--- config.mk ---
export PLATFORM = sky130hd
export DESIGN_NAME = debounce_edge_flat
export DESIGN_NICKNAME = d
export VERILOG_FILES = /design/src/rtl/debounce_edge_pkg.sv /design/src/rtl/debounce_edge_if.sv /design/src/rtl/debounce_edge_sync.sv /design/src/rtl/debounce_edge.sv /design/src/flat_wrapper.sv
export SDC_FILE = /design/constraint.sdc
export NUM_CORES = 1
export LEC_CHECK = 0
export CORE_MARGIN = 2
export CORE_UTILIZATION = 52
export DETAILED_ROUTE_END_ITERATION = 7
export PLACE_DENSITY = 0.79
export SYNTH_ARGS = -nofsm -noshare
export SYNTH_HDL_FRONTEND = slang
export SYNTH_SLANG_ARGS = --single-unit
--- constraint.sdc ---
create_clock -name clk -period 3 [get_ports clk]
set_input_delay 0.45 -clock clk [delete_from_list [all_inputs] [get_ports clk]]
set_output_delay 0.45 -clock clk [all_outputs]
set_load 0.01 [all_outputs]
--- src/rtl/debounce_edge_pkg.sv ---
// Shared types for the input debouncer and any future
// multi-bit debouncer bank.
package debounce_pkg;

  typedef enum logic [1:0] {
    LOW     = 2'b00,
    RISING  = 2'b01,
    HIGH    = 2'b10,
    FALLING = 2'b11
  } db_state_t;

  function automatic logic level_of(db_state_t s);
    return (s == HIGH) || (s == FALLING);
  endfunction

endpackage

--- src/rtl/debounce_edge_if.sv ---
// Raw input in, debounced level and event pulses out.
interface debounce_edge_if #(
  parameter int GCNT_W = 8
);

  logic              d_i;
  logic              level_o;
  logic              rise_o;
  logic              fall_o;
  logic              glitch_o;
  logic [GCNT_W-1:0] glitch_cnt_o;

  modport master (
    output d_i,
    input  level_o,
    input  rise_o,
    input  fall_o,
    input  glitch_o,
    input  glitch_cnt_o
  );

  modport slave (
    input  d_i,
    output level_o,
    output rise_o,
    output fall_o,
    output glitch_o,
    output glitch_cnt_o
  );

endinterface

--- src/rtl/debounce_edge_sync.sv ---
// N-flop synchroniser for one asynchronous bit,
// synchronous active-high reset to 0.
module sync_chain #(
  parameter int N = 2
) (
  input  logic clk,
  input  logic rst,
  input  logic d,
  output logic q
);

  logic [N-1:0] ff;

  always_ff @(posedge clk) begin
    if (rst) begin
      ff <= '0;
    end else begin
      ff <= {ff[N-2:0], d};
    end
  end

  assign q = ff[N-1];

endmodule

--- src/rtl/debounce_edge.sv ---
// Synchronise, stability-filter and edge-detect one raw
// input; count rejected transitions with saturation.
module debounce_edge
  import debounce_pkg::*;
#(
  parameter int SYNC_STAGES   = 2,
  parameter int STABLE_CYCLES = 4,
  parameter int GCNT_W        = 8
) (
  input logic            clk,
  input logic            rst,
  debounce_edge_if.slave bus
);

  localparam int CW = $clog2(STABLE_CYCLES + 1);
  localparam logic [CW-1:0] LAST = CW'(STABLE_CYCLES - 1);
  localparam logic [CW-1:0] ONE  = CW'(1);

  logic              d_sync;
  db_state_t         state;
  logic [CW-1:0]     cnt;
  logic              rise;
  logic              fall;
  logic              glitch;
  logic [GCNT_W-1:0] gcnt;

  sync_chain #(
    .N (SYNC_STAGES)
  ) u_sync (
    .clk (clk),
    .rst (rst),
    .d   (bus.d_i),
    .q   (d_sync)
  );

  always_ff @(posedge clk) begin
    if (rst) begin
      state  <= LOW;
      cnt    <= '0;
      rise   <= 1'b0;
      fall   <= 1'b0;
      glitch <= 1'b0;
      gcnt   <= '0;
    end else begin
      rise   <= 1'b0;
      fall   <= 1'b0;
      glitch <= 1'b0;
      unique case (state)
        LOW: begin
          if (d_sync) begin
            if (STABLE_CYCLES == 1) begin
              state <= HIGH;
              rise  <= 1'b1;
            end else begin
              state <= RISING;
              cnt   <= ONE;
            end
          end
        end
        RISING: begin
          if (!d_sync) begin
            state  <= LOW;
            cnt    <= '0;
            glitch <= 1'b1;
            if (gcnt != '1) gcnt <= gcnt + 1'b1;
          end else if (cnt == LAST) begin
            state <= HIGH;
            cnt   <= '0;
            rise  <= 1'b1;
          end else begin
            cnt <= cnt + 1'b1;
          end
        end
        HIGH: begin
          if (!d_sync) begin
            if (STABLE_CYCLES == 1) begin
              state <= LOW;
              fall  <= 1'b1;
            end else begin
              state <= FALLING;
              cnt   <= ONE;
            end
          end
        end
        FALLING: begin
          if (d_sync) begin
            state  <= HIGH;
            cnt    <= '0;
            glitch <= 1'b1;
            if (gcnt != '1) gcnt <= gcnt + 1'b1;
          end else if (cnt == LAST) begin
            state <= LOW;
            cnt   <= '0;
            fall  <= 1'b1;
          end else begin
            cnt <= cnt + 1'b1;
          end
        end
      endcase
    end
  end

  assign bus.level_o      = level_of(state);
  assign bus.rise_o       = rise;
  assign bus.fall_o       = fall;
  assign bus.glitch_o     = glitch;
  assign bus.glitch_cnt_o = gcnt;

endmodule
--- src/flat_wrapper.sv ---
// flat-port wrapper written by rule: the top's interface ports become plain ports
module debounce_edge_flat import debounce_pkg::*;
#(
  parameter int SYNC_STAGES   = 2,
  parameter int STABLE_CYCLES = 4,
  parameter int GCNT_W        = 8
)
  (clk, rst, bus_d_i, bus_level_o, bus_rise_o, bus_fall_o, bus_glitch_o, bus_glitch_cnt_o);
  debounce_edge_if #(.GCNT_W(GCNT_W)) bus_i ();
  input logic clk;
  input logic rst;
  input wire logic [$bits(bus_i.d_i)-1:0] bus_d_i;
  output wire logic [$bits(bus_i.level_o)-1:0] bus_level_o;
  output wire logic [$bits(bus_i.rise_o)-1:0] bus_rise_o;
  output wire logic [$bits(bus_i.fall_o)-1:0] bus_fall_o;
  output wire logic [$bits(bus_i.glitch_o)-1:0] bus_glitch_o;
  output wire logic [$bits(bus_i.glitch_cnt_o)-1:0] bus_glitch_cnt_o;
  assign bus_i.d_i = bus_d_i;
  assign bus_level_o = bus_i.level_o;
  assign bus_rise_o = bus_i.rise_o;
  assign bus_fall_o = bus_i.fall_o;
  assign bus_glitch_o = bus_i.glitch_o;
  assign bus_glitch_cnt_o = bus_i.glitch_cnt_o;
  debounce_edge #(.SYNC_STAGES(SYNC_STAGES), .STABLE_CYCLES(STABLE_CYCLES), .GCNT_W(GCNT_W)) u_core (.clk(clk), .rst(rst), .bus(bus_i));
endmodule
## Word level (Yosys, flattened, before mapping)

Cells that the tools add are included.

- Add/sub/neg operators: 2
- Multipliers: 0
- Div/mod/pow operators: 0
- $lt $le $gt $ge: 0
- Equality and inequality tests: 11
- Shifts and indexed selects: 0
- Multiplexer cells: 21
- Bitwise operators: 3
- Reduce and logical (&&, ||, !) cells: 8

Operators with widths:

| operator | count |
|---|---|
| two-way mux 8 bit | 3 |
| one-hot mux 8 bit (2 select lines) | 1 |
| two-way mux 3 bit | 5 |
| two-way mux 2 bit | 6 |
| one-hot mux 3 bit (4 select lines) | 1 |
| adder 8 x 1 -> 8 bit, second input constant | 1 |
| != test 2 bit, second input constant | 4 |
| != test 8 bit, second input constant | 1 |
| one-hot mux 2 bit (4 select lines) | 1 |
| != test 3 x 2 -> 1 bit, second input constant | 2 |
| OR reduction 3 bit | 2 |
| equality test 2 bit, second input constant | 2 |
| AND reduction 4 bit | 1 |
| adder 3 x 1 -> 3 bit, second input constant | 1 |
| equality test 3 x 2 -> 1 bit, second input constant | 1 |
| two-way mux 1 bit | 3 |
| NOT 1 bit | 3 |
| AND reduction 3 bit | 1 |
| equality test 2 x 1 -> 1 bit, second input constant | 1 |
| zero test 2 bit | 1 |
| one-hot mux 1 bit (2 select lines) | 1 |
| AND reduction 2 bit | 1 |
| nonzero test 2 bit | 1 |
| logical OR 1 bit | 1 |

- Flip-flop bits (word level): 18
- Latch bits: 0
- RAM bits: 0
- Bits in read-only memories: 0
- Input bits: 3
- Output and inout bits: 12
- Memories kept: 0

## Longest topological paths before layout

- Word-level depth: 4
- Mapped depth: 5
- Depth with buffers taken out: 5

## Cells and area by module

Synthesis repeated with hierarchy kept, for this count alone.

- Cells, all modules: 81
- Area, all modules: 769.5 µm²

By module, submodules not included:

| module | instances | cells each | area each (µm²) | sequential area each (µm²) |
|---|---|---|---|---|
| debounce_edge | 1 | 77 | 716.9 | 320.3 |
| sync_chain | 1 | 4 | 52.6 | 40.0 |

## Worst setup path before layout

Ideal clock, no wire load.

- Path type: flip-flop to flip-flop
- From: reg u_core.gcnt[0], in the netlist u_core.bus.glitch_cnt_o[0]
- To: reg u_core.gcnt[1], in the netlist u_core.bus.glitch_cnt_o[1]
- Setup time: 0.128 ns
- Arrival: 1.310 ns
- Data required time: 2.872 ns
- Setup slack: 1.562 ns
- Cell stages (with the launch flop): 6
- Path buffers: 0
- Clock period less this slack: 1.438 ns
- Cells stage by stage: dfxtp_1 > ha_1 > nand4_1 > o211ai_1 > mux2i_1 > nor2_1

- Word-level cells in the longest chain between the ends: 4
- Elaborated cells between the ends (all ways): 6
- Those cells by class: add/sub: 1; eq/ne: 1; mux: 4

RTL lines:

| what | RTL line | RTL |
|---|---|---|
| start, declared | debounce_edge.sv:25 | `logic [GCNT_W-1:0] gcnt;` |
| start signal, assigned | debounce_edge.sv:65 | `if (gcnt != '1) gcnt <= gcnt + 1'b1;` |
| start signal, assigned | debounce_edge.sv:90 | `if (gcnt != '1) gcnt <= gcnt + 1'b1;` |
| adder 8 x 1 -> 8 bit / != test 8 bit (equally long branches) | debounce_edge.sv:65, debounce_edge.sv:90 |  |
| two-way mux 8 bit (*) | debounce_edge.sv:65, debounce_edge.sv:90 |  |
| two-way mux 8 bit, on equally long branches | debounce_edge.sv:86, debounce_edge.sv:61 |  |
| one-hot mux 8 bit (2 select lines) (*) | debounce_edge.sv:48 | `unique case (state)` |

Mark *: on every way between the ends. The rest lies on a longest branch, timed or not. The select of a mux whose other input is x is not followed.
A chain may end at the register's enable or synchronous reset.

==> out/results.md <==
| Item | This run | Unit |
| --- | --- | --- |
| Status | finished, final reports clean | - |
| Avg WL per Cell | 12.4 | um |
| Clock tree from TritonCTS | yes | - |
| Largest stage delay on the critical path | 590 | ps |
| Routed wl met3 | 61 | um |
| Net switching power figure | 0.0851 | mW |
| Number of maximum-capacitance constraint violations | 0 | - |
| Number of buffers inserted during clock tree synthesis | 3 | - |
| Number of violations reported at the end of detailed-routing iteration 0 | 17 | - |
| Maximum VDD drop | 0.289 | mV |
| Cell types occupying the most area after synthesis | sky130_fd_sc_hd__dfxtp_1, sky130_fd_sc_hd__nor2_1, sky130_fd_sc_hd__mux2i_1 | - |
| Post-synthesis compound-gate area fraction | 0.117 | - |
| Xor-xnor portion of the synthesized cell area | 0.0551 | - |
| Core Region | 1350 | um^2 |
| Relative contribution of combinational cells to total power | 0.039 | - |
| Power density over cell area | 430 | nW/um^2 |
| Chip Width | 42.5 | um |
| Endpoint kind of the worst setup timing path | primary output | - |
| Most area-hungry cell type in the Yosys netlist | sky130_fd_sc_hd__dfxtp_1 | - |
| Overall Power | 0.409 | mW |
| WP data arrival | 1350 | ps |
| Number of flops mapped to enable cells by yosys | 0 | - |
| Post-CTS resize count | 0 | - |
| Post-CTS setup repair buffer count | 0 | - |
| Total negative slack for setup checks | 0 | ps |
| Leakage component of the power | 0.356 | nW |
| Global-route wire length before repair | 2390 | um |
| Share of synthesized flip-flops with an asynchronous set or reset | 0 | - |
| Distinct cells, synth | 33 | - |
| Actual transition at the worst max-transition pin | 671 | ps |
| Maximum count of clock buffers along a single path | 2 | - |
| Minimum clock period | 1800 | ps |
| Post-Synthesis Mean Instance Area | 9.53 | um^2 |
| Clock insertion delay at the later pin of the skew report | 290 | ps |
| Post-Syn Nets | 86 | - |
| Diode insertion count for antenna repair | 0 | - |
| Standard-cell rows | 13 | - |
| Clock network power share | 0.361 | - |
| Post-synthesis adder-cell area fraction | 0.0324 | - |
| Die height | 42.5 | um |
| Initial antenna violation count | 0 | - |
| Pins over their slew limit | 0 | - |
| DRT Pass-1 Iters | 4 | - |
| Total of hold buffers inserted after clock tree synthesis | 0 | - |
| Fraction of final layout cells with drive strength greater than 1 | 0.0737 | - |
| Dominant combinational cell family by area after synthesis | simple AND/OR/NAND/NOR gates | - |
| Reg power frac | 0.600 | - |
| Synth top area share | 0.467 | - |
| Tcrit/Tclk final | 0.599 | - |
| Grt ovf | 0 | - |
| RSZ-0062 raised after global routing | false | - |
| Prevailing post-synth register cell | sky130_fd_sc_hd__dfxtp_1 | - |
| Final Hold Violating Endpoints | 0 | - |
| Vias per inst | 5.76 | - |
| Post-synthesis sequential area ratio | 0.467 | - |
| Internal power | 0.323 | mW |
| Die Footprint | 1810 | um^2 |
| Top post-synthesis cells by count | sky130_fd_sc_hd__dfxtp_1, sky130_fd_sc_hd__nor2_1, sky130_fd_sc_hd__nand2_1 | - |
| Initial cell density of the core | 0.572 | - |
| Switching portion of total power | 0.208 | - |
| Global router's overall resource usage | 0.167 | - |
| Number of sinks handled by clock tree synthesis | 18 | - |
| Number of standard cells after synthesis | 81 | - |
| Final HPWL from detailed placement | 1010 | um |
| Area growth from synthesis to layout | 23.2 | % |
| Cell family contributing the most delay on the critical path | buffers and inverters | - |
| Hold WC Path Type | reg2reg | - |
| Multiplexer share of the synthesized area | 0.0535 | - |
| Total number of vias | 634 | - |
| Root buf cell | sky130_fd_sc_hd__clkbuf_4 | - |
| Total of warnings raised by yosys | 0 | - |
| Number of buffers added on ports | 14 | - |
| Antenna Nets Post-Route | 0 | - |
| Kind of start point of the critical path | register | - |
| Maximum number of pins on one net before global-route repair | 20 | - |
| Netlist area before placement | 772 | um^2 |
| Uppermost metal layer occupied by signal nets | met4 | - |
| Total buffers and inverters traversed by the critical path | 1 | - |
| Detailed route wirelength on metal2 | 617 | um |
| Level count of the clock H-tree | 1 | - |
| Cell with the largest stage delay on the worst path | sky130_fd_sc_hd__clkdlybuf4s50_1 | - |
| Nets@finish | 101 | - |
| Placer's final routability congestion estimate | 0.767 | - |
| Number of global-route vias before repair | 591 | - |
| Highest clock rate | 556 | MHz |
| Critical path cell sequence | clkdlybuf4s50_1 | - |
| Tightest hold margin | 450 | ps |
| Wire length on met1 | 684 | um |
| Clock-pin slew on the worst setup and hold paths | 100 | ps |
| Final number of setup-violating endpoints | 0 | - |
| # IOs | 15 | - |
| Crit path max fanout | 6 | - |
| Register bit count reported by yosys | 18 | - |
| Most frequently used cell type in the post-synthesis netlist | sky130_fd_sc_hd__dfxtp_1 | - |
| Final routed wirelength across all metal layers | 1370 | um |
| Share of synthesized cell area in and, or, nand and nor gates | 0.254 | - |
| CP Class | reg2out | - |
| Remaining design rule violation count | 0 | - |
| Worst Path Required | 2550 | ps |
| Clock Skews | 3.06 | ps |
| Tightest slew margin relative to the limit | 0.551 | - |
## final timing paths
kind,slack (ps),startpoint,endpoint,cells after the start
worst min register to register,450,u_core.u_sync.ff[0],u_core.u_sync.ff[1],1
worst min-delay path,450,u_core.u_sync.ff[0],u_core.u_sync.ff[1],1
worst max register to register,1440,u_core.bus.glitch_cnt_o[0],u_core.bus.glitch_cnt_o[1],5
worst max-delay path,1200,register,bus_level_o,1
## registers in the layout (all words and copies together) (netlist names), named ones only
name and cells:
u_core.bus.glitch_o 1, u_core.bus.rise_o 1, u_core.cnt 3, u_core.bus.glitch_cnt_o 8, u_core.state 1, u_core.bus.fall_o 1
u_core.u_sync.ff 2
## layout by cell type, fill, tap and decap left out, types with 2 or more instances in the layout
cell type / netlist / final
sky130_fd_sc_hd__nand3_1: 2 / 2
sky130_fd_sc_hd__clkbuf_4: 0 / 3
sky130_fd_sc_hd__nand2_1: 6 / 6
sky130_fd_sc_hd__mux2i_1: 3 / 3
sky130_fd_sc_hd__xor2_1: 2 / 2
sky130_fd_sc_hd__nor4b_1: 2 / 2
sky130_fd_sc_hd__nor2b_1: 4 / 4
sky130_fd_sc_hd__o21ai_0: 2 / 2
sky130_fd_sc_hd__clkdlybuf4s50_1: 0 / 14
sky130_fd_sc_hd__nor2_1: 10 / 10
sky130_fd_sc_hd__nand3b_1: 2 / 2
sky130_fd_sc_hd__a21oi_1: 3 / 3
sky130_fd_sc_hd__nand4_1: 3 / 3
sky130_fd_sc_hd__dfxtp_1: 18 / 18
sky130_fd_sc_hd__ha_1: 2 / 2
## metal layers
metal | vias up | track usage
met4 | 0 | 0.0563
met3 | 2 | 0.0302
li1 | 318 | -
met1 | 297 | 0.231
met5 | - | 0
met2 | 17 | 0.258
## kinds of logic (layout without fill, tap and decap cells)
kind of cell             after synthesis  count (layout)
multiplexers                           4               4
adder cells (fa/ha/maj)                2               2
buffers and inverters                  4              18
AO/OA/AOI/OAI                         13              13
flip-flops                            18              18
AND/OR/NAND/NOR                       36              36
XOR/XNOR                               4               4
## power by group through the flow
stage                     Combinational, mW  Sequential (mW)  Clock [mW]
after floorplan                      0.0111            0.250           0
after global placement               0.0158            0.251           0
after detailed placement             0.0160            0.251           0
after CTS                            0.0162            0.245       0.148
after global routing                 0.0178            0.246       0.158
final                                0.0161            0.245       0.147
## per-stage QoR
stage                     setup WS [ps]  std cells  utilization  cell area (um^2)
final                              1200        110        0.704               951
after global routing               1140        110        0.704               951
after CTS                          1190        110        0.704               951
after detailed placement           1130        106        0.677               915
after global placement             1160        106        0.677               915
after floorplan                    1560         81            -               772
## layout make-up
| cell class | instances | area (um^2) |
|---|---|---|
| clock buffers | 4 | 36.3 |
| fillers | 108 | 399 |
| multi-input cells | 59 | 395 |
| flip-flops and latches | 18 | 360 |
| well taps | 15 | 18.8 |
| repair buffers | 14 | 140 |
## worst reg2reg max path, stage by stage (launching register included)
cell and delay [ps]:
sky130_fd_sc_hd__dfxtp_1 410, sky130_fd_sc_hd__ha_1 230, sky130_fd_sc_hd__nand4_1 200, sky130_fd_sc_hd__o211ai_1 320, sky130_fd_sc_hd__mux2i_1 220, sky130_fd_sc_hd__nor2_1 50
Power figures use the tool's default switching activity.
